<file path="src/rtl/gemm_tile_sequencer_if.sv">
// Job/tile interface of the GEMM tile sequencer.
//
// Handshake semantics (both the start and the tile channel): a transfer
// happens on a rising clk edge where valid and ready are both high. A source
// holding valid high keeps its payload stable until that transfer. A sink may
// raise or lower ready at any time. Valid never depends combinationally on
// ready.
interface gemm_tile_sequencer_if #(
    parameter int DIM_W = 5
);
    // Job request channel
    logic             start_valid;
    logic             start_ready;
    logic [DIM_W-1:0] ksize;
    logic [DIM_W-1:0] nsize;

    // Dataflow mode and operand mux selects
    logic [1:0]       mode;
    logic             if_mux_sel;
    logic             w_mux_sel;

    // Tile descriptor channel
    logic             tile_valid;
    logic             tile_ready;
    logic [DIM_W-1:0] tile_k_off;
    logic [DIM_W-1:0] tile_n_off;
    logic [DIM_W-1:0] tile_k_len;
    logic [DIM_W-1:0] tile_n_len;
    logic             tile_last;

    // Status
    logic             busy;
    logic             done;
    logic             cfg_err;

    // Command front-end / tile consumer side
    modport master (
        output start_valid, ksize, nsize, tile_ready,
        input  start_ready, mode, if_mux_sel, w_mux_sel,
        input  tile_valid, tile_k_off, tile_n_off, tile_k_len, tile_n_len, tile_last,
        input  busy, done, cfg_err
    );

    // Sequencer side
    modport slave (
        input  start_valid, ksize, nsize, tile_ready,
        output start_ready, mode, if_mux_sel, w_mux_sel,
        output tile_valid, tile_k_off, tile_n_off, tile_k_len, tile_n_len, tile_last,
        output busy, done, cfg_err
    );
endinterface

</file>
<file path="src/rtl/gemm_tile_sequencer.sv">
// GEMM tile sequencer: accepts a (ksize, nsize) job, classifies it into one of
// four dataflow modes, drives the IF/W operand mux selects and walks the job
// as SYS_ROWS x SYS_COLS tiles (K inner loop, N outer loop) over a
// valid/ready tile stream. Every output comes straight from a flop.
module gemm_tile_sequencer #(
    parameter int DIM_W    = 5,
    parameter int SYS_ROWS = 8,
    parameter int SYS_COLS = 8
) (
    input  logic                        clk,
    input  logic                        rst,
    gemm_tile_sequencer_if.slave        bus,
    output logic [1:0]                  state_dbg
);

    typedef enum logic [1:0] {
        ST_IDLE   = 2'd0,
        ST_DECODE = 2'd1,
        ST_ISSUE  = 2'd2,
        ST_DONE   = 2'd3
    } state_t;

    // Offset arithmetic is one bit wider than DIM_W so stepping past a size
    // near 2^DIM_W-1 cannot wrap back into range.
    localparam logic [DIM_W:0]   ROWS_X = (DIM_W+1)'(SYS_ROWS);
    localparam logic [DIM_W:0]   COLS_X = (DIM_W+1)'(SYS_COLS);
    localparam logic [DIM_W-1:0] ROWS_N = DIM_W'(SYS_ROWS);
    localparam logic [DIM_W-1:0] COLS_N = DIM_W'(SYS_COLS);

    state_t state_q, state_d;

    // Latched job
    logic [DIM_W-1:0] ksize_q, nsize_q;

    // Position of the next tile to load into the descriptor registers
    logic [DIM_W:0]   k_cnt_q, n_cnt_q;

    // Registered outputs
    logic             start_ready_q;
    logic [1:0]       mode_q;
    logic             if_sel_q, w_sel_q;
    logic             tile_valid_q;
    logic [DIM_W-1:0] tile_k_off_q, tile_n_off_q, tile_k_len_q, tile_n_len_q;
    logic             tile_last_q;
    logic             busy_q, done_q, cfg_err_q;

    // Combinational helpers
    logic             start_hs;
    logic             size_zero;
    logic             tile_hs;
    logic             tile_load;
    logic             tall, wide;
    logic [DIM_W:0]   k_ext, n_ext;
    logic [DIM_W:0]   k_rem, n_rem;
    logic [DIM_W-1:0] k_len, n_len;
    logic             k_last, n_last;

    assign start_hs  = bus.start_valid & start_ready_q;
    assign size_zero = (bus.ksize == '0) | (bus.nsize == '0);
    assign tile_hs   = tile_valid_q & bus.tile_ready;

    // The descriptor register is refilled when it is empty (first tile of a
    // job) or when its current, non-final tile is being accepted, so tiles go
    // out back to back with no bubble.
    assign tile_load = (state_q == ST_ISSUE) &
                       (~tile_valid_q | (bus.tile_ready & ~tile_last_q));

    // Tallwave: K fits in one array height. Widewave: N spans several widths.
    assign tall = ({1'b0, ksize_q} <= ROWS_X);
    assign wide = ({1'b0, nsize_q} >  COLS_X);

    // Descriptor of the tile at (k_cnt_q, n_cnt_q) within the latched job
    always_comb begin
        k_ext  = {1'b0, ksize_q};
        n_ext  = {1'b0, nsize_q};
        k_rem  = k_ext - k_cnt_q;
        n_rem  = n_ext - n_cnt_q;
        k_len  = (k_rem > ROWS_X) ? ROWS_N : k_rem[DIM_W-1:0];
        n_len  = (n_rem > COLS_X) ? COLS_N : n_rem[DIM_W-1:0];
        k_last = ((k_cnt_q + ROWS_X) >= k_ext);
        n_last = ((n_cnt_q + COLS_X) >= n_ext);
    end

    // State register
    always_ff @(posedge clk) begin
        if (rst) begin
            state_q <= ST_IDLE;
        end else begin
            state_q <= state_d;
        end
    end

    // Next-state logic; zero-size jobs are refused without leaving IDLE
    always_comb begin
        state_d = state_q;
        case (state_q)
            ST_IDLE: begin
                if (start_hs && !size_zero) begin
                    state_d = ST_DECODE;
                end
            end
            ST_DECODE: begin
                state_d = ST_ISSUE;
            end
            ST_ISSUE: begin
                if (tile_hs && tile_last_q) begin
                    state_d = ST_DONE;
                end
            end
            ST_DONE: begin
                state_d = ST_IDLE;
            end
            default: begin
                state_d = ST_IDLE;
            end
        endcase
    end

    // Job latch: sizes are captured only on an accepted start
    always_ff @(posedge clk) begin
        if (rst) begin
            ksize_q <= '0;
            nsize_q <= '0;
        end else if (start_hs) begin
            ksize_q <= bus.ksize;
            nsize_q <= bus.nsize;
        end
    end

    // Mode and selects: written in DECODE only, held through IDLE afterwards
    always_ff @(posedge clk) begin
        if (rst) begin
            mode_q   <= 2'b00;
            if_sel_q <= 1'b0;
            w_sel_q  <= 1'b0;
        end else if (state_q == ST_DECODE) begin
            mode_q   <= {tall, ~wide};
            if_sel_q <= ~tall;
            w_sel_q  <= tall;
        end
    end

    // Tile walker: K inner loop, N outer loop; descriptor held while stalled
    always_ff @(posedge clk) begin
        if (rst) begin
            k_cnt_q      <= '0;
            n_cnt_q      <= '0;
            tile_valid_q <= 1'b0;
            tile_k_off_q <= '0;
            tile_n_off_q <= '0;
            tile_k_len_q <= '0;
            tile_n_len_q <= '0;
            tile_last_q  <= 1'b0;
        end else if (state_q == ST_DECODE) begin
            k_cnt_q      <= '0;
            n_cnt_q      <= '0;
        end else if (tile_load) begin
            tile_valid_q <= 1'b1;
            tile_k_off_q <= k_cnt_q[DIM_W-1:0];
            tile_n_off_q <= n_cnt_q[DIM_W-1:0];
            tile_k_len_q <= k_len;
            tile_n_len_q <= n_len;
            tile_last_q  <= k_last & n_last;
            if (k_last) begin
                k_cnt_q <= '0;
                n_cnt_q <= n_cnt_q + COLS_X;
            end else begin
                k_cnt_q <= k_cnt_q + ROWS_X;
            end
        end else if (tile_hs) begin
            // Final tile accepted: the stream goes quiet for the DONE cycle
            tile_valid_q <= 1'b0;
        end
    end

    // Status flags registered from the next state so they align with it
    always_ff @(posedge clk) begin
        if (rst) begin
            start_ready_q <= 1'b1;
            busy_q        <= 1'b0;
            done_q        <= 1'b0;
            cfg_err_q     <= 1'b0;
        end else begin
            start_ready_q <= (state_d == ST_IDLE);
            busy_q        <= (state_d != ST_IDLE);
            done_q        <= (state_d == ST_DONE);
            cfg_err_q     <= start_hs & size_zero;
        end
    end

    assign bus.start_ready = start_ready_q;
    assign bus.mode        = mode_q;
    assign bus.if_mux_sel  = if_sel_q;
    assign bus.w_mux_sel   = w_sel_q;
    assign bus.tile_valid  = tile_valid_q;
    assign bus.tile_k_off  = tile_k_off_q;
    assign bus.tile_n_off  = tile_n_off_q;
    assign bus.tile_k_len  = tile_k_len_q;
    assign bus.tile_n_len  = tile_n_len_q;
    assign bus.tile_last   = tile_last_q;
    assign bus.busy        = busy_q;
    assign bus.done        = done_q;
    assign bus.cfg_err     = cfg_err_q;
    assign state_dbg       = state_q;

endmodule

</file>
<file path="src/flat_wrapper.sv">
// flat-port wrapper written by rule: the top's interface ports become plain ports
module gemm_tile_sequencer_flat 
#(
    parameter int DIM_W    = 5,
    parameter int SYS_ROWS = 8,
    parameter int SYS_COLS = 8
)
  (clk, rst, state_dbg, bus_start_valid, bus_ksize, bus_nsize, bus_tile_ready, bus_start_ready, bus_mode, bus_if_mux_sel, bus_w_mux_sel, bus_tile_valid, bus_tile_k_off, bus_tile_n_off, bus_tile_k_len, bus_tile_n_len, bus_tile_last, bus_busy, bus_done, bus_cfg_err);
  gemm_tile_sequencer_if #(.DIM_W(DIM_W)) bus_i ();
  input  logic clk;
  input  logic rst;
  output logic [1:0] state_dbg;
  input wire logic [$bits(bus_i.start_valid)-1:0] bus_start_valid;
  input wire logic [$bits(bus_i.ksize)-1:0] bus_ksize;
  input wire logic [$bits(bus_i.nsize)-1:0] bus_nsize;
  input wire logic [$bits(bus_i.tile_ready)-1:0] bus_tile_ready;
  output wire logic [$bits(bus_i.start_ready)-1:0] bus_start_ready;
  output wire logic [$bits(bus_i.mode)-1:0] bus_mode;
  output wire logic [$bits(bus_i.if_mux_sel)-1:0] bus_if_mux_sel;
  output wire logic [$bits(bus_i.w_mux_sel)-1:0] bus_w_mux_sel;
  output wire logic [$bits(bus_i.tile_valid)-1:0] bus_tile_valid;
  output wire logic [$bits(bus_i.tile_k_off)-1:0] bus_tile_k_off;
  output wire logic [$bits(bus_i.tile_n_off)-1:0] bus_tile_n_off;
  output wire logic [$bits(bus_i.tile_k_len)-1:0] bus_tile_k_len;
  output wire logic [$bits(bus_i.tile_n_len)-1:0] bus_tile_n_len;
  output wire logic [$bits(bus_i.tile_last)-1:0] bus_tile_last;
  output wire logic [$bits(bus_i.busy)-1:0] bus_busy;
  output wire logic [$bits(bus_i.done)-1:0] bus_done;
  output wire logic [$bits(bus_i.cfg_err)-1:0] bus_cfg_err;
  assign bus_i.start_valid = bus_start_valid;
  assign bus_i.ksize = bus_ksize;
  assign bus_i.nsize = bus_nsize;
  assign bus_i.tile_ready = bus_tile_ready;
  assign bus_start_ready = bus_i.start_ready;
  assign bus_mode = bus_i.mode;
  assign bus_if_mux_sel = bus_i.if_mux_sel;
  assign bus_w_mux_sel = bus_i.w_mux_sel;
  assign bus_tile_valid = bus_i.tile_valid;
  assign bus_tile_k_off = bus_i.tile_k_off;
  assign bus_tile_n_off = bus_i.tile_n_off;
  assign bus_tile_k_len = bus_i.tile_k_len;
  assign bus_tile_n_len = bus_i.tile_n_len;
  assign bus_tile_last = bus_i.tile_last;
  assign bus_busy = bus_i.busy;
  assign bus_done = bus_i.done;
  assign bus_cfg_err = bus_i.cfg_err;
  gemm_tile_sequencer #(.DIM_W(DIM_W), .SYS_ROWS(SYS_ROWS), .SYS_COLS(SYS_COLS)) u_core (.clk(clk), .rst(rst), .bus(bus_i), .state_dbg(state_dbg));
endmodule
</file>
<file path="config.mk">
export PLATFORM = sky130hd
export DESIGN_NAME = gemm_tile_sequencer_flat
export DESIGN_NICKNAME = d
export VERILOG_FILES = /design/src/rtl/gemm_tile_sequencer_if.sv /design/src/rtl/gemm_tile_sequencer.sv /design/src/flat_wrapper.sv
export SDC_FILE = /design/constraint.sdc
export NUM_CORES = 1
export LEC_CHECK = 0
export BUFFER_PORTS_ARGS = -buffer_cell sky130_fd_sc_hd__buf_2
export CORE_MARGIN = 1.5
export CORE_UTILIZATION = 52
export CTS_CLUSTER_DIAMETER = 100
export CTS_CLUSTER_SIZE = 16
export DETAILED_ROUTE_END_ITERATION = 16
export PLACE_DENSITY = 0.76
export SETUP_SLACK_MARGIN = 0.1
export SYNTH_ARGS = -nofsm -noshare
export SYNTH_HDL_FRONTEND = slang
export SYNTH_SLANG_ARGS = --single-unit
</file>
<file path="constraint.sdc">
create_clock -name clk -period 3 [get_ports clk]
set_input_delay 0.6 -clock clk [delete_from_list [all_inputs] [get_ports clk]]
set_output_delay 0.6 -clock clk [all_outputs]
set_load 0.02 [all_outputs]
</file>
Yosys cells after proc, flatten, opt, wreduce, memory -nomap -nowiden
Cells that the tools add are included.
{"block": "word_totals", "regBits": 54, "romBits": 0, "latch_bits": 0, "in_bits": 14, "ram_bits": 0, "elab_cells": 66, "output_inout_bits": 32, "n_memories": 0}
{"block": "op_classes", "n_div": 0, "muxes": 8, "shifts": 0, "reduce_logical": 13, "n_eq_ne": 4, "bitwise": 13, "n_addsub": 4, "mul": 0, "magnitude_cmp": 6}
{"cell": "$add A6 B4 Y6 const B", "count": 2}
{"cell": "$ge A6 B5 Y1", "count": 2}
{"cell": "$gt A6 B4 Y1 const B", "count": 2}
{"cell": "$sub A5 B6 Y6", "count": 2}
{"cell": "$logic_not A5 Y1", "count": 2}
{"cell": "$mux W5", "count": 2}
{"cell": "$pmux W2 S4", "count": 1}
{"cell": "$and A1 B1 Y1", "count": 6}
{"cell": "$eq A2 B2 Y1 const B", "count": 3}
{"cell": "$mux W6", "count": 1}
{"cell": "$reduce_and A2 Y1", "count": 3}
{"cell": "$gt A5 B4 Y1 const B", "count": 1}
{"cell": "$le A5 B4 Y1 const B", "count": 1}
{"cell": "$not A1 Y1", "count": 5}
{"cell": "$logic_not A2 Y1", "count": 2}
{"cell": "$mux W2", "count": 2}
{"cell": "$reduce_bool A2 Y1", "count": 2}
{"cell": "$eq A2 B1 Y1 const B", "count": 1}
{"cell": "$logic_and A1 B1 Y1", "count": 2}
{"cell": "$mux W1", "count": 2}
{"cell": "$or A1 B1 Y1", "count": 2}
{"cell": "$reduce_or A2 Y1", "count": 1}
{"cell": "$logic_not A1 Y1", "count": 1}

Logic depth before layout (Yosys ltp)
Gate-level depths: netlist (run 1).
{"block": "depth", "ltp_word": 7, "depth_mapped": 7, "ltp_nobuf": 7}

Worst setup path after synthesis (run 1)
OpenSTA, ideal clock, no wires.
{"block": "synth_path", "kind": "reg2reg", "start": "reg u_core.nsize_q[3]", "end": "reg u_core.tile_n_len_q[0] (netlist: u_core.bus.tile_n_len[0])", "setup_time_ns": 0.065, "synth_period_minus_slack_ns": 1.683, "t_arrival_ns": 1.618, "required_ns": 2.935, "path_slack_ns": 1.317, "n_path_buf": 0, "path_stages_with_launch": 8, "cell_sequence": "dfxtp_1 inv_1 ha_1 fa_1 nand2b_1 a2111oi_4 a22oi_1 nor2_1"}
{"block": "synth_between", "elab_chain_cells": 3}
{"element": "start, declared", "line": "gemm_tile_sequencer.sv:33", "text": "logic [DIM_W-1:0] ksize_q, nsize_q;"}
{"element": "start signal, assigned", "line": "gemm_tile_sequencer.sv:126", "text": "nsize_q <= bus.nsize;"}
{"element": "$sub A5 B6 Y6", "line": "gemm_tile_sequencer.sv:77", "text": "n_rem = n_ext - n_cnt_q;"}
{"element": "$gt A6 B4 Y1", "line": "gemm_tile_sequencer.sv:79", "text": "n_len = (n_rem > COLS_X) ? COLS_N : n_rem[DIM_W-1:0];"}
{"element": "$mux W5", "line": "gemm_tile_sequencer.sv:79"}
{"element": "end signal, assigned", "line": "gemm_tile_sequencer.sv:162", "text": "tile_n_len_q <= n_len;"}
{"element": "end, declared", "line": "gemm_tile_sequencer.sv:43", "text": "logic [DIM_W-1:0] tile_k_off_q, tile_n_off_q, tile_k_len_q, tile_n_len_q;"}
Every way passes these cells.
A chain may end at the register's enable or synchronous reset.

Final worst setup path (run 1)
{"block": "layout_path", "start": "reg u_core.state_q[1] (netlist: u_core.state_dbg[1])", "end": "reg u_core.tile_k_len_q[1] (netlist: u_core.bus.tile_k_len[1])"}
{"block": "layout_between", "elab_chain_cells": 3, "word_cells_on_any_way": 5, "cone_classes": "2 x eq/ne; 2 x bitwise; 1 x reduce/logical"}
{"element": "start, declared", "line": "gemm_tile_sequencer.sv:30", "text": "state_t state_q, state_d;"}
{"element": "start signal, assigned", "line": "gemm_tile_sequencer.sv:89", "text": "state_q <= state_d;"}
{"element": "$eq A2 B2 Y1 / $eq A2 B1 Y1 (equally long branches)", "line": "gemm_tile_sequencer.sv:65, gemm_tile_sequencer.sv:154"}
{"element": "$and A1 B1 Y1 / $not A1 Y1 (equally long branches)"}
{"element": "$reduce_and A2 Y1 (no line) (*)"}
{"element": "end signal, assigned", "line": "gemm_tile_sequencer.sv:161", "text": "tile_k_len_q <= k_len;"}
{"element": "end, declared", "line": "gemm_tile_sequencer.sv:43"}
Every way passes the cells marked *; elsewhere a longest branch is shown, timed or not.

==> qor.txt, run 1 <==
RSZ-0062 raised after global routing: no
antenna diode count: 0
most instantiated cells after synthesis: 41 x dfxtp_1, 36 x nand2_1, 18 x a21oi_1, 16 x inv_1, 13 x ha_1
Post-Syn Area per Cell: 9.075 um^2
Setup Viol. Count Final: 0
Final period util: 63.39%
pin count of the biggest net entering global routing: 26
Synth Instances: 221
type of origin of the critical path: register
Rows: 22
remaining antenna violation count: 0
crit-path cells: inv_1 > ha_1 > nand2b_1 > a21oi_2 > nor2_1 > a32o_1
Setup CP Type: register to register
max_cap viols: 0
die area: 4239 um^2
# Post-CTS Setup Buffers: 0
Core Area: 3689 um^2
Final Total Pwr: 0.001960 W
library cells used by synthesis: 57
Max Buffers Root-to-Sink: 2
fillers: 337
Crit. End Element: register
top cell type by total area after synthesis: dfxtp_1
clock sinks: 41
Post-Route Skew: 0.009459 ns
H-tree depth: 2
min-delay worst type: register to register
main area contributors after synthesis: dfxtp_1 41%, ha_1 8.1%, nand2_1 6.7%
first-pass GRT wire length: 6817 um
Root Driver: clkbuf_8
PortBufs: 39
layout cell share with drive strength beyond 1: 23.94%
number of synthesized flops with an enable pin: 0
DRT iter0 DRCs: 44
area share of the leading cell type in the synthesized netlist: 40.92%
Placer Congestion: 0.8044
DRT Pass-1 Iters: 4
outcome: finished, final reports clean
Die H: 65.11 um
vias in the first global route: 1530
CTS tree: done
Remaining DRCs: 0
flop and latch count out of synthesis: 41
Die Width: 65.11 um
Avg WL per Cell: 13.04 um
total gr overflow: 0
register area share after synthesis: 40.92%
DR vias/cell: 5.244
Worst path slowest cell: dfxtp_1
fin crit period: 1.902 ns
CP Data Arrival Time: 2.09 ns
critical path peak fanout: 11
Required @ worst endpoint: 3.19 ns
CTS clock-pin slew for the worst setup and hold paths: 0.08 ns
cts hold-fix bufs: 0
post-cts repair resize count: 0
Clk Latency, worst-skew pair: 0.29 ns
Slew Viols, Final: 0
Net count, final: 287
prevailing post-synth register cell: dfxtp_1
Max Freq: 525.8 MHz
Placed Cells: 300
top-count cell post-synth: dfxtp_1
final hold vios: 0
post-synthesis cell area: 2006 um^2
CTS Buf Count: 5
via count: 1610
# IOs: 46
Setup TNS: 0 ns
pwr/cell area: 849.0 nW/um^2
Initial Utilization: 54.38%
CP max stage delay: 0.36 ns
Area growth syn-to-layout: 15.10%
worst vdd ir: 0.6069 mV
GRT Total Usage: 20.72%
ys async rst share: 0%
Cell Count, Final, Fillers Out: 307
routed wire length: 4002 um
yosys warns: 0
antenna violations before repair: 0
dpl hpwl: 3040 um
P_leak: 0.9863 nW
where the power goes:
group | leakage (nW) | internal, W | switching, W
clock | 0.0540 | 0.000242 | 0.000183
combinational | 0.599 | 0.000314 | 0.000503
sequential | 0.334 | 0.000640 | 0.0000780
critical path: cells and delay by family, from the launching register on:
family | cells | cell delay [ns]
AO/OA/AOI/OAI | 2 | 0.60
flip-flops | 1 | 0.36
buffers and inverters | 1 | 0.07
AND/OR/NAND/NOR | 2 | 0.45
adder cells (fa/ha/maj) | 1 | 0.31
kinds of logic after synthesis:
logic type,share of synthesized area (%)
simple gates,18.15
compound gates,21.15
flops,40.92
other cells,0.1870
buf+inv,7.299
fa+ha+maj,9.108
mux,0.9982
xor+xnor,2.184
cell type report:
| type | instances | area, um^2 | area share (%) |
|---|---|---|---|
| Sequential cell | 41 | 820.8 | 35.56 |
| Multi-Input combinational cell | 155 | 1061 | 45.96 |
| Clock buffer | 5 | 68.82 | 2.981 |
| Timing Repair Buffer | 40 | 202.7 | 8.780 |
| Tap cell | 48 | 60.06 | 2.602 |
| Clock inverter | 2 | 35.03 | 1.518 |
| Inverter | 16 | 60.06 | 2.602 |
worst paths after layout:
kind | from | endpoint | slack (ns) | cells past startpoint
max | u_core.state_dbg[1] | u_core.bus.tile_k_len[1] | 1.10 | 6
min | u_core.bus.tile_k_off[4] | u_core.bus.tile_k_off[4] | 0.46 | 2
max reg2reg | u_core.state_dbg[1] | u_core.bus.tile_k_len[1] | 1.10 | 6
min reg2reg | u_core.bus.tile_k_off[4] | u_core.bus.tile_k_off[4] | 0.46 | 2
layer usage:
metal | global-route usage [%] | wire (um)
met5 | 0 | 0
met4 | 5.469 | 48
met3 | 5.993 | 219
met2 | 34.66 | 1864
met1 | 26.27 | 1869
registers in the layout, indices dropped and copies added, names as in the netlist, 2 cells and up:
name,cells
u_core.bus.tile_k_len,5
u_core.bus.tile_k_off,2
u_core.bus.tile_n_len,5
u_core.bus.tile_n_off,2
u_core.k_cnt_q,3
u_core.ksize_q,5
u_core.n_cnt_q,3
u_core.nsize_q,5
u_core.state_dbg,2
metrics by stage:
stage / utilization [%] / setup slack [ns] / area [um^2] / hold WS (ns)
2_1_floorplan: - / 1.317 / 2028 / 0.4437
3_3_place_gp: 59.77 / 1.192 / 2205 / 0.4412
3_5_place_dp: 59.77 / 1.108 / 2205 / 0.4480
4_1_cts: 62.58 / 1.087 / 2308 / 0.4635
5_1_grt: 62.58 / 0.9507 / 2308 / 0.4751
6_report: 62.58 / 1.098 / 2308 / 0.4592
cell usage in the layout (no fill, tap or decap), drive strengths merged, types with 2 or more instances in the layout:
cell type | synthesis | final
dfxtp | 41 | 41
buf | 12 | 40
nand2 | 36 | 36
a21oi | 19 | 19
inv | 16 | 16
ha | 13 | 13
nor2 | 12 | 12
conb | 1 | 7
nand2b | 6 | 6
clkbuf | 3 | 5
nor3 | 4 | 4
and2 | 3 | 3
a22oi | 3 | 3
xnor2 | 3 | 3
a211oi | 3 | 3
o21ai | 3 | 3
a2111oi | 3 | 3
o21bai | 2 | 2
a21o | 2 | 2
xor2 | 2 | 2
mux2i | 2 | 2
nand3 | 2 | 2
o2bb2ai | 2 | 2
or4 | 2 | 2
o22ai | 2 | 2
a21boi | 2 | 2
or3 | 2 | 2
(Power assumes the default switching activity.)
==> run 2, diff against run 1 <==
--- a/config.mk
+++ b/config.mk
@@ -5,13 +5,14 @@
 export SDC_FILE = /design/constraint.sdc
 export NUM_CORES = 1
 export LEC_CHECK = 0
+export ABC_AREA = 1
 export BUFFER_PORTS_ARGS = -buffer_cell sky130_fd_sc_hd__buf_2
 export CORE_MARGIN = 1.5
-export CORE_UTILIZATION = 52
+export CORE_UTILIZATION = 48
 export CTS_CLUSTER_DIAMETER = 100
 export CTS_CLUSTER_SIZE = 16
 export DETAILED_ROUTE_END_ITERATION = 16
-export PLACE_DENSITY = 0.76
+export PLACE_DENSITY = 0.74
 export SETUP_SLACK_MARGIN = 0.1
 export SYNTH_ARGS = -nofsm -noshare
 export SYNTH_HDL_FRONTEND = slang
==> constraint.sdc (replaced) <==
create_clock -name clk -period 1.7 [get_ports clk]
set_input_delay 0.34 -clock clk [delete_from_list [all_inputs] [get_ports clk]]
set_output_delay 0.34 -clock clk [all_outputs]
set_load 0.02 [all_outputs]
==> qor.txt, run 2 <==
WHS: 0.3173 ns
Setup Viol. Count Final: 0
Final period util: 92.07%
# IOs: 46
routed wire length: 4307 um
Reg area: 824.5 um^2
DR vias/cell: 4.911
most frequent cells in the layout: 39 x buf_2, 38 x dfxtp_1, 36 x nand2_1
CTS tree: done
Max Freq: 638.9 MHz
Synth Instances: 257
dpl hpwl: 3080 um
fin crit period: 1.565 ns
max_cap viols: 0
register area share after synthesis: 41.23%
Area growth syn-to-layout: 18.60%
PortBufs: 39
clock sinks: 41
Post-Syn Area per Cell: 7.746 um^2
Die H: 67.40 um
Required @ worst endpoint: 1.93 ns
pin count of the biggest net entering global routing: 21
antenna violations before repair: 0
Crit. End Element: register
remaining antenna violation count: 0
Rows: 23
Placer Congestion: 0.8491
CTS Buf Count: 5
Core Area: 4000 um^2
Cell Count, Final, Fillers Out: 350
critical path peak fanout: 3
post-synthesis cell area: 1991 um^2
layout cell share with drive strength beyond 1: 27.33%
library cells used by synthesis: 28
Initial Utilization: 49.77%
top-count cell post-synth: dfxtp_1
ys async rst share: 0%
flop and latch count out of synthesis: 41
antenna diode count: 0
Post-Route Skew: 0.01091 ns
Slew Viols, Final: 0
first-pass GRT wire length: 7093 um
via count: 1719
die area: 4543 um^2
vias in the first global route: 1624
top cell type by total area after synthesis: dfxtp_1
pwr/cell area: 1685 nW/um^2
number of synthesized flops with an enable pin: 0
fin area: 2361 um^2
fillers: 371
Setup CP Type: register to register
cts hold-fix bufs: 0
yosys warns: 0
outcome: finished, final reports clean
most instantiated cells after synthesis: 41 x dfxtp_1, 37 x nand2_1, 32 x inv_1, 32 x nor2_1, 23 x o21ai_0
CP Data Arrival Time: 1.80 ns
RSZ-0062 raised after global routing: yes
Placement Cell Area: 2213 um^2
H-tree depth: 2
area share of the leading cell type in the synthesized netlist: 41.23%
min-delay worst type: primary input to register
Net count, final: 328
Clk Latency, worst-skew pair: 0.29 ns
DRT Pass-1 Iters: 4
Max Buffers Root-to-Sink: 2
Avg WL per Cell: 12.31 um
Multi-input gate area: 1002 um^2
Root Driver: clkbuf_8
prevailing post-synth register cell: dfxtp_1
most common cell after layout, fill and taps aside: buf_2
Placed Cells: 343
final hold vios: 0
worst vdd ir: 0.8883 mV
main area contributors after synthesis: dfxtp_1 41%, ha_1 8.2%, nand2_1 7.0%
Remaining DRCs: 0
type of origin of the critical path: register
P_leak: 1.161 nW
CTS clock-pin slew for the worst setup and hold paths: 0.08 ns
GRT Total Usage: 21.07%
Setup TNS: 0 ns
DRT iter0 DRCs: 62
total gr overflow: 0
Die Width: 67.40 um
run 2: changes by cell type after synthesis, moves of 4 or more:
cell,previous run,this run
a21oi_2,1,7
inv_1,16,32
nand2_2,0,9
nand2b_1,5,0
nand3_1,2,10
nand4_1,0,4
nor2_1,11,32
o21ai_0,3,23
run 2: area by class of cell:
class / instances / area share [%]
repair buffers: 44 / 9.857
multi-input cells: 174 / 42.45
clock inverters: 2 / 1.484
well taps: 50 / 2.650
flip-flops and latches: 41 / 34.92
clock buffers: 5 / 2.915
inverters: 34 / 5.723
run 2: final timing paths:
kind	startpoint	endpoint	slack, ns	cells after the start
worst max-delay path	u_core.nsize_q[3]	u_core.bus.tile_n_len[0]	0.13	7
worst min-delay path	bus_nsize[1]	u_core.nsize_q[1]	0.32	3
worst max register to register	u_core.nsize_q[3]	u_core.bus.tile_n_len[0]	0.13	7
worst min register to register	u_core.bus.tile_n_len[4]	u_core.bus.tile_n_len[4]	0.45	2
run 2: cells by family (layout without fill, tap and decap cells):
| group | Yosys count | count (layout) | share of synthesized area, % |
|---|---|---|---|
| buffers and inverters | 48 | 85 | 11.57 |
| adder cells (fa/ha/maj) | 14 | 14 | 9.177 |
| AND/OR/NAND/NOR | 98 | 98 | 21.87 |
| XOR/XNOR | 2 | 2 | 0.8801 |
| flip-flops | 41 | 41 | 41.23 |
| AO/OA/AOI/OAI | 53 | 53 | 15.08 |
| other | 1 | 7 | 0.1884 |
run 2: power breakdown:
group          internal (W)  switching (W)
clock network      0.000427       0.000331
logic              0.000648        0.00119
registers           0.00121       0.000168
run 2: what timing repair did:
action	4_1_cts	5_1_grt
setup endpoints to repair	3	13
hold endpoints to repair	0	0
buffers inserted	0	0
pin swaps	0	5
resized for setup	3	10
gates cloned	0	0
run 2: critical path: stages (launching register included):
cell     delay (ns)
dfxtp_2        0.34
inv_2          0.05
ha_4           0.15
fa_1           0.49
nand3_2        0.09
a21oi_2        0.15
nand3_1        0.11
a21oi_2        0.12
run 2: routing by layer:
layer	vias to the layer above	GRT usage [%]	share of wire (%)	wire [um]
li1	902	-	-	-
met1	762	27.82	48	2077
met2	49	32.43	45	1935
met3	6	6.000	5.1	219
met4	0	8.418	1.7	74
met5	-	0	0	0
run 2: metrics by stage:
| stage | total power [W] | util [%] | setup slack (ns) |
|---|---|---|---|
| final | 0.003978 | 59.02 | 0.1349 |
| after global placement | 0.003089 | 55.33 | 0.06932 |
| after floorplan | 0.002700 | - | 0.1432 |
| after CTS | 0.003917 | 58.12 | 0.1088 |
| after global routing | 0.004297 | 59.02 | 0.03883 |
| after detailed placement | 0.003130 | 55.33 | 0.03652 |
==> run 3, diff against run 2 <==
--- a/config.mk
+++ b/config.mk
@@ -9,11 +9,11 @@
 export BUFFER_PORTS_ARGS = -buffer_cell sky130_fd_sc_hd__buf_2
 export CORE_MARGIN = 1.5
 export CORE_UTILIZATION = 48
-export CTS_CLUSTER_DIAMETER = 100
 export CTS_CLUSTER_SIZE = 16
 export DETAILED_ROUTE_END_ITERATION = 16
-export PLACE_DENSITY = 0.74
+export PLACE_DENSITY = 0.8
 export SETUP_SLACK_MARGIN = 0.1
 export SYNTH_ARGS = -nofsm -noshare
 export SYNTH_HDL_FRONTEND = slang
 export SYNTH_SLANG_ARGS = --single-unit
+export TNS_END_PERCENT = 20
==> qor.txt, run 3 (synthesis results as in run 2) <==
outcome: finished, final reports clean
DR vias/cell: 4.923
sw frac: 42.51%
Root Driver: clkbuf_8
Final period util: 94.68%
H-tree depth: 2
crit-path cells: inv_2 > ha_4 > fa_2 > nand3_2 > a21oi_2 > nand3_1 > a21oi_2
most frequent CP cell: a21oi_2
Worst path slowest cell: fa_2
Logic pwr share: 46.0%
CTS Buf Count: 5
vias in the first global route: 1552
Initial Utilization: 49.77%
total gr overflow: 0
fillers: 351
Post-Route Skew: 0.01190 ns
Slew Viols, Final: 0
Core Area: 4000 um^2
cts hold-fix bufs: 0
pwr/cell area: 1712 nW/um^2
Sequential Power Share: 33.7%
most common cell after layout, fill and taps aside: buf_2
Max Buffers Root-to-Sink: 2
Placer Congestion: 0.8424
first-pass GRT wire length: 7307 um
CP Data Arrival Time: 1.86 ns
Final Total Pwr: 0.004101 W
DRT Pass-1 Iters: 4
min-delay worst type: primary input to register
Clk Latency, worst-skew pair: 0.31 ns
R2R Path Start: u_core.nsize_q[3]
remaining antenna violation count: 0
DRT iter0 DRCs: 81
Internal: 0.002357 W
Area growth syn-to-layout: 20.30%
critical path peak fanout: 3
clock sinks: 41
CTS clock-pin slew for the worst setup and hold paths: 0.09 ns
Setup Viol. Count Final: 0
Setup CP Type: register to register
Die H: 67.40 um
die area: 4543 um^2
routed wire length: 4376 um
Rows: 23
Required @ worst endpoint: 1.95 ns
GRT Total Usage: 21.95%
Max Freq: 621.3 MHz
Crit. End Element: register
CP max stage delay: 0.53 ns
RSZ-0062 raised after global routing: yes
PortBufs: 39
Remaining DRCs: 0
Reg area: 825.8 um^2
P_leak: 1.173 nW
CP startpoint: u_core.nsize_q[3]
Cell Count, Final, Fillers Out: 351
Multi-input gate area: 1006 um^2
Avg WL per Cell: 12.47 um
final hold vios: 0
CTS tree: done
r2r endpoint: u_core.bus.tile_n_len[2]
layout cell share with drive strength beyond 1: 27.24%
Net count, final: 328
via count: 1728
antenna violations before repair: 0
P_sw: 0.001743 W
# IOs: 46
pin count of the biggest net entering global routing: 21
Die Width: 67.40 um
most frequent cells in the layout: 39 x buf_2, 37 x dfxtp_1, 36 x nand2_1
Slew HR: 62.59%
dpl hpwl: 2995 um
antenna diode count: 0
type of origin of the critical path: register
R2R setup slack: 0.09 ns
worst vdd ir: 1.176 mV
worst reg2reg path depth: 7
Worst Max-Slew Pin Slew: 0.5606 ns
Placed Cells: 342
clock power share: 20.3%
CP endpoint: u_core.bus.tile_n_len[2]
max_cap viols: 0
fin crit period: 1.610 ns
[run 3: changes by cell type in the layout (fill, tap and decap cells not counted), sizes merged]
cell      previous run  this run
clkbuf               5         6
clkinv               1         0
clkinvlp             0         1
[run 3: worst min-delay path by stage]
stage | startpoint | to | depth (start not counted) | slack [ns]
2_1_floorplan | u_core.ksize_q[1] | u_core.ksize_q[1] | 2 | 0.46
3_3_place_gp | u_core.bus.tile_k_len[4] | u_core.bus.tile_k_len[4] | 2 | 0.44
3_5_place_dp | u_core.bus.tile_n_len[4] | u_core.bus.tile_n_len[4] | 2 | 0.44
4_1_cts | rst | u_core.bus.tile_valid | 2 | 0.30
5_1_grt | rst | u_core.bus.tile_valid | 2 | 0.31
6_report | rst | u_core.bus.tile_valid | 2 | 0.30
[run 3: final cells by class]
cell class / count / share of cell area [%]
Inverter: 34 / 5.643
Tap cell: 50 / 2.612
Multi-Input combinational cell: 174 / 42.01
Clock inverter: 2 / 1.567
Sequential cell: 41 / 34.48
Clock buffer: 6 / 3.448
Timing Repair Buffer: 44 / 10.24
[run 3: routing by layer]
metal  vias to the layer above  share of wire, %  track usage (%)
li1                        900                 -                -
met1                       770                46            29.18
met2                        52                47            34.28
met3                         6               5.3            5.667
met4                         0               1.6            8.163
met5                         -                 0                0
[run 3: critical path, delay by kind of cell, from the launching register on]
| kind | cells | cell delay (ns) |
|---|---|---|
| DFF | 1 | 0.35 |
| and+or+nand+nor | 2 | 0.20 |
| adders and majority gates | 2 | 0.68 |
| AOI/OAI and AO/OA | 2 | 0.29 |
| buffers and inverters | 1 | 0.05 |
[run 3: through the flow]
step	hold WS [ns]	util (%)	TNS, ns	setup slack, ns	area [um^2]
floorplan	0.4594	-	0	0.1432	2013
global placement	0.4383	55.46	0	0.08351	2218
detailed placement	0.4430	55.46	-0.01439	-0.008428	2218
CTS	0.2964	59.24	0	0.08132	2370
global route	0.3051	59.87	0	0.03239	2395
finish	0.3041	59.87	0	0.09040	2395
[run 3: timing repair]
item                                    4_1_cts  5_1_grt
buffers inserted                              1        0
endpoints found under the setup margin        3       14
gates cloned                                  0        0
resized for setup                             7        6
pin swaps                                     4        4
[run 3: power groups by stage]
stage | clock, W | combinational, W | sequential, W
2_1_floorplan | 0 | 0.00114 | 0.00156
3_3_place_gp | 0 | 0.00171 | 0.00137
3_5_place_dp | 0 | 0.00176 | 0.00138
4_1_cts | 0.000845 | 0.00181 | 0.00137
5_1_grt | 0.000891 | 0.00214 | 0.00141
6_report | 0.000832 | 0.00189 | 0.00138
